`src/rtl/patch_window_gate.sv`:
```
// patch_window_gate: follows the raster position of the camera pixel stream
// and, once armed by a request, forwards exactly the WIN x WIN pixels of the
// requested window to the patch buffer, then pulses o_done.
// Build option: define PATCH_CENTER_EN to treat i_x0/i_y0 as the window
// centre (clamped into the image) instead of the top-left origin.
module patch_window_gate #(
  parameter int IMG_W = 640,
  parameter int IMG_H = 480,
  parameter int WIN   = 16,
  parameter int CW    = 10,
  parameter int XW    = 10,
  parameter int YW    = 9
) (
  input  logic          i_clk,
  input  logic          i_rst,
  input  logic          i_frame_start,
  input  logic          i_valid,
  input  logic [CW-1:0] i_R,
  input  logic [CW-1:0] i_G,
  input  logic [CW-1:0] i_B,
  input  logic          i_req,
  input  logic [XW-1:0] i_x0,
  input  logic [YW-1:0] i_y0,
  output logic [CW-1:0] o_R,
  output logic [CW-1:0] o_G,
  output logic [CW-1:0] o_B,
  output logic          o_take,
  output logic          o_busy,
  output logic          o_done,
  output logic          o_err
);

  localparam int CNT_W = 2 * $clog2(WIN);
  localparam logic [XW-1:0]    X_MAX    = XW'(IMG_W - WIN);
  localparam logic [YW-1:0]    Y_MAX    = YW'(IMG_H - WIN);
  localparam logic [XW-1:0]    X_LAST   = XW'(IMG_W - 1);
  localparam logic [YW-1:0]    Y_END    = YW'(IMG_H);
  localparam logic [CNT_W-1:0] CNT_LAST = '1;

  typedef enum logic [1:0] {IDLE, ARMED, CAPTURE} state_t;
  state_t state, state_nxt;

  logic [XW-1:0]    px, pos_x, x0_q, x0_req;
  logic [YW-1:0]    py, pos_y, y0_q, y0_req;
  logic             req_ok;
  logic [CNT_W-1:0] cnt;
  logic             done_pend;
  logic             in_win, live, take, last_take, abort, accept, reject;
  logic [CW-1:0]    r_p1, g_p1, b_p1;
  logic             vld_p1, done_p1, err_p1;

`ifdef PATCH_CENTER_EN
  function automatic logic [XW-1:0] clamp_x(input logic [XW-1:0] c);
    logic signed [XW:0] t;
    t = $signed({1'b0, c}) - $signed((XW+1)'(WIN / 2));
    if (t[XW]) return '0;
    else if (t > $signed({1'b0, X_MAX})) return X_MAX;
    else return t[XW-1:0];
  endfunction

  function automatic logic [YW-1:0] clamp_y(input logic [YW-1:0] c);
    logic signed [YW:0] t;
    t = $signed({1'b0, c}) - $signed((YW+1)'(WIN / 2));
    if (t[YW]) return '0;
    else if (t > $signed({1'b0, Y_MAX})) return Y_MAX;
    else return t[YW-1:0];
  endfunction

  assign x0_req = clamp_x(i_x0);
  assign y0_req = clamp_y(i_y0);
  assign req_ok = 1'b1;
`else
  assign x0_req = i_x0;
  assign y0_req = i_y0;
  assign req_ok = (i_x0 <= X_MAX) && (i_y0 <= Y_MAX);
`endif

  // The pixel that arrives with i_frame_start is always (0,0).
  assign pos_x = i_frame_start ? '0 : px;
  assign pos_y = i_frame_start ? '0 : py;

  assign in_win = ({1'b0, pos_x} >= {1'b0, x0_q}) &&
                  ({1'b0, pos_x} <  {1'b0, x0_q} + (XW+1)'(WIN)) &&
                  ({1'b0, pos_y} >= {1'b0, y0_q}) &&
                  ({1'b0, pos_y} <  {1'b0, y0_q} + (YW+1)'(WIN)) &&
                  (pos_y != Y_END);

  // Capture is live in CAPTURE, and already on the arming frame_start pixel.
  assign live      = !done_pend &&
                     (((state == CAPTURE) && !i_frame_start) ||
                      ((state == ARMED) && i_frame_start));
  assign take      = live && i_valid && in_win;
  assign last_take = take && (cnt == CNT_LAST);
  assign abort     = (state == CAPTURE) && i_frame_start && !done_pend;
  assign accept    = (state == IDLE) && i_req && req_ok;
  assign reject    = (state == IDLE) && i_req && !req_ok;

  // Raster position: advance per valid pixel, saturate at line IMG_H.
  always_ff @(posedge i_clk) begin
    if (i_rst) begin
      px <= '0;
      py <= '0;
    end else if (i_frame_start) begin
      px <= i_valid ? XW'(1) : '0;
      py <= '0;
    end else if (i_valid && (py != Y_END)) begin
      if (px == X_LAST) begin
        px <= '0;
        py <= py + 1'b1;
      end else begin
        px <= px + 1'b1;
      end
    end
  end

  // Window origin latched when a request is accepted.
  always_ff @(posedge i_clk) begin
    if (accept) begin
      x0_q <= x0_req;
      y0_q <= y0_req;
    end
  end

  // Taken-count; done_pend marks the cycle after the final take.
  always_ff @(posedge i_clk) begin
    if (i_rst) begin
      cnt       <= '0;
      done_pend <= 1'b0;
    end else begin
      done_pend <= last_take;
      if (abort || done_pend) cnt <= '0;
      else if (take)          cnt <= cnt + 1'b1;
    end
  end

  // FSM state register.
  always_ff @(posedge i_clk) begin
    if (i_rst) state <= IDLE;
    else       state <= state_nxt;
  end

  // FSM next-state logic.
  always_comb begin
    state_nxt = state;
    unique case (state)
      IDLE:    if (accept) state_nxt = ARMED;
      ARMED:   if (i_frame_start) state_nxt = CAPTURE;
      CAPTURE: if (done_pend || abort) state_nxt = IDLE;
      default: state_nxt = IDLE;
    endcase
  end

  // FSM outputs: busy until the o_done cycle.
  always_comb begin
    o_busy = (state != IDLE);
  end

  // ---- stage p1: registered pixel and status pulses ----
  always_ff @(posedge i_clk) begin
    if (i_rst) begin
      vld_p1  <= 1'b0;
      done_p1 <= 1'b0;
      err_p1  <= 1'b0;
      r_p1    <= '0;
      g_p1    <= '0;
      b_p1    <= '0;
    end else begin
      vld_p1  <= take;
      done_p1 <= done_pend;
      err_p1  <= reject || abort;
      if (take) begin
        r_p1 <= i_R;
        g_p1 <= i_G;
        b_p1 <= i_B;
      end
    end
  end

  assign o_R    = r_p1;
  assign o_G    = g_p1;
  assign o_B    = b_p1;
  assign o_take = vld_p1;
  assign o_done = done_p1;
  assign o_err  = err_p1;

endmodule
```
`config.mk`:
```
export PLATFORM = sky130hd
export DESIGN_NAME = patch_window_gate
export DESIGN_NICKNAME = d
export VERILOG_FILES = /design/src/rtl/patch_window_gate.sv
export SDC_FILE = /design/constraint.sdc
export NUM_CORES = 1
export LEC_CHECK = 0
export BUFFER_PORTS_ARGS = -buffer_cell sky130_fd_sc_hd__buf_2
export CAP_MARGIN = 20
export CELL_PAD_IN_SITES_DETAIL_PLACEMENT = 2
export CELL_PAD_IN_SITES_GLOBAL_PLACEMENT = 2
export CORE_MARGIN = 2
export CORE_UTILIZATION = 37
export CTS_CLUSTER_DIAMETER = 60
export DETAILED_ROUTE_END_ITERATION = 16
export PLACE_DENSITY = 0.85
export SYNTH_ARGS = -nofsm -noshare
export SYNTH_HDL_FRONTEND = slang
export SYNTH_SLANG_ARGS = --single-unit
```
`constraint.sdc`:
```
create_clock -name i_clk -period 8.7 [get_ports i_clk]
set_input_delay 1.305 -clock i_clk [delete_from_list [all_inputs] [get_ports i_clk]]
set_output_delay 1.305 -clock i_clk [all_outputs]
set_load 0.1 [all_outputs]
```
==> out/summary.md <==
## CTS
• 350 ps — source-to-sink clock delay at the later pin of the worst-skew pair
• 2 — Longest Clk Path Bufs
• sky130_fd_sc_hd__clkbuf_16 — clock root buffer
• 3 — CTS H-tree lvls
• 70 ps — clock-pin slew on the worst setup and hold paths
• 0 — PostCTS Resize Cnt
• 0 — buffer count from post-CTS setup fixing
• done — clock tree from TritonCTS
• 9 — number of buffers added by the clock tree synthesis step
• 0 — hold_buf cts
• 82 — clk sinks

## Timing
• 0 — setup-violating endpoint count in the final report
• 0 — max-slew violations
• 0 — final-report hold violation count
• 4050 ps — minimum clock period
• 0.465 — share of the cycle needed by the critical path after routing
• 247 MHz — Fmax achieved
• 1000 ps — worst slew pin tran
• 11.6 ps — worst setup skew after layout
• false — RSZ-0062 raised after global routing
• 0.333 — worst slew margin relative to its limit
• 0 ps — final sum of negative setup slack

## Detailed routing
• 20.6 um — Wirelength per Cell
• 0 — remaining routing DRC violations
• 4 — number of detailed-routing iterations run before antenna repair
• 15200 um — total wire length after detailed routing
• 5.54 — Via density
• 0 — post-detailed-route count of antenna-violating nets
• 4081 — via total after detailed routing
• 134 — Iteration-0 DRC Markers

## Floorplan
• 40 — Site Rows
• 0.382 — initial cell density of the core
• 88 — IO Pins
• 12100 um^2 — core footprint
• 116 um — horizontal extent of the die
• 116 um — die height
• 13400 um^2 — die area

## Global route
• 0 — total congestion overflow
• 0.236 — GRT Overall Usage
• 40 — largest net degree at the start of global routing
• 0 — number of antenna violations at the first check in global routing
• 24000 um — global-route wire length before repair
• 4589 — vias in the first global route

## Synthesis
• sky130_fd_sc_hd__dfxtp_1 (63), sky130_fd_sc_hd__a21oi_1 (46), sky130_fd_sc_hd__nand4_1 (43) — synth cell count leaders
• simple AND/OR/NAND/NOR gates — combinational family with the most area after synthesis
• 0.220 — simple-gate share of the synthesized area
• 0.0919 — adder-cell share of the synthesized area
• 19 — count of flip-flops with a built-in enable after synthesis
• 82 — flop and latch count out of synthesis
• 0.0379 — fraction of synthesized cell area in xor and xnor cells
• sky130_fd_sc_hd__dfxtp_1 — most frequent cell after synthesis
• sky130_fd_sc_hd__dfxtp_1 — largest area contributor in the synthesized netlist
• 0.0151 — multiplexer share of the synthesized area
• 0 — async set-or-reset flop fraction in the synthesized netlist
• 9.42 um^2 — Avg Inst Size Synth
• 59 — post-synthesis cell type count
• 0.273 — Synth top area share
• 491 — number of instances in the synthesized netlist
• 0 — Syn. warnings
• sky130_fd_sc_hd__dfxtp_1 — main flop type after synthesis
• sky130_fd_sc_hd__dfxtp_1 (27%), sky130_fd_sc_hd__edfxtp_1 (12%), sky130_fd_sc_hd__ha_1 (9.2%), sky130_fd_sc_hd__nand4_1 (5.8%), sky130_fd_sc_hd__o31ai_1 (5.2%) — largest cells by area after synthesis
• 579 — Synthesized Nets
• 0.396 — fraction of the yosys area taken by sequential cells
• 0.175 — Compound-Gate Fraction of Synth Area
• 4630 um^2 — synthesized area

## Place
• 87 — Buffers on Ports
• 720 — cell total after placement
• 10600 um — placed wire-length estimate
• 0.777 — global placement routability congestion

## Worst setup path
• register — category of the worst setup path capture point
• sky130_fd_sc_hd__o2111a_1 — CP max-delay cell
• 2 — Buf/Inv on CP
• 700 ps — crit-path max cell delay
• primary input — Setup crit start kind
• 8950 ps — critical path required time
• compound AO/OA/AOI/OAI gates — CP delay by family, top
• primary input to register — class of the most critical setup path
• buf_2 -> nor2b_1 -> ha_1 -> nand2_1 -> o311ai_1 -> o2111a_1 -> buf_8 -> nand3_1 -> nor4_1 — Critical Path, Cell by Cell
• 4290 ps — critical path data arrival time
• 29 — crit-path max FO

## Layout
• 1338 — Filler Cell Count
• 0 — n_diodes
• 652 — Post-layout nets
• 0.456 — share of the core filled with cells in the final layout
• 0.232 — proportion of layout cells with a drive suffix above 1
• 737 — non-filler instance count after layout
• 19.4% — growth of design area from synthesis to finish

## Hold path
• register to register — class of the tightest hold or removal check

## Run status
• completed — status

## Power
• 0.000120 V — worst-case vdd ir drop
• 161 nW/um^2 — PD cells
• 2.20 nW — static power due to leakage

## Job
• 0 — number of max-cap violations

-- per-layer routing --
metal	track usage	wire length [um]	vias up
li1	-	-	1970
met4	0.0857	298	0
met1	0.271	6370	2008
met3	0.0528	546	22
met2	0.429	7960	81
met5	0	0	-
-- state kept, by name, summed over array words and instances (netlist names) --
name,cells
o_R,10
o_B,10
y0_q,9
py,9
state,2
o_err,1
o_G,10
done_pend,1
o_done,1
x0_q,10
px,10
o_take,1
cnt,8
-- kinds of logic (layout without fill, tap and decap cells) --
group / Yosys count / after routing
flops: 82 / 82
xor+xnor: 20 / 20
compound gates: 120 / 120
simple gates: 167 / 167
fa+ha+maj: 34 / 34
buf+inv: 61 / 139
mux: 7 / 7
-- final cells by class --
class	count	area [um^2]	area share
clock inverter	4	52.6	0.00951
sequential	82	1830	0.331
multi-input combinational	348	2520	0.456
inverter	29	109	0.0197
timing repair buffer	94	528	0.0955
clock buffer	12	278	0.0503
tap	168	210	0.0380
-- power breakdown --
group | switching, mW | internal, mW | total [mW]
Combinational | 0.0421 | 0.0251 | 0.0672
Clock | 0.165 | 0.257 | 0.422
Sequential | 0.00532 | 0.397 | 0.403
Total | 0.213 | 0.679 | 0.892
-- worst register-to-register path: cells and delay by family (launching register included) --
kind	cells	cell delay, ps
xor gates and xnor gates	1	140
AOI/OAI and AO/OA	3	1200
DFF	1	510
adders and majority gates	2	590
buffers and inverters	1	250
and+or+nand+nor	4	770
-- worst paths after layout --
| kind | from | endpoint | slack (ps) | cells after the start |
|---|---|---|---|---|
| worst max-delay path | i_frame_start | done_pend | 4650 | 9 |
| worst min-delay path | o_R[6] | o_R[6] | 470 | 2 |
| worst max register to register | x0_q[4] | done_pend | 5130 | 11 |
| worst min register to register | o_R[6] | o_R[6] | 470 | 2 |
-- placed cells by master, fill, tap and decap left out, drive strengths merged, types with 19 or more instances in the layout --
| master | count |
|---|---|
| a21oi | 49 |
| buf | 94 |
| dfxtp | 63 |
| edfxtp | 19 |
| ha | 34 |
| inv | 31 |
| nand4 | 45 |
| nor2 | 25 |
| nor2b | 19 |
| o31ai | 32 |
-- through the flow --
| step | hold WS [ps] | setup WS, ps | instance area [um^2] | power, mW |
|---|---|---|---|---|
| final | 474 | 4650 | 5530 | 0.892 |
| after global routing | 502 | 4400 | 5530 | 0.922 |
| after CTS | 473 | 4630 | 5500 | 0.902 |
| after detailed placement | 455 | 4390 | 5170 | 0.477 |
| after global placement | 436 | 4330 | 5130 | 0.473 |
| after floorplan | 423 | 5050 | 4630 | 0.449 |
No activity file was read; power rests on OpenSTA's default activity.
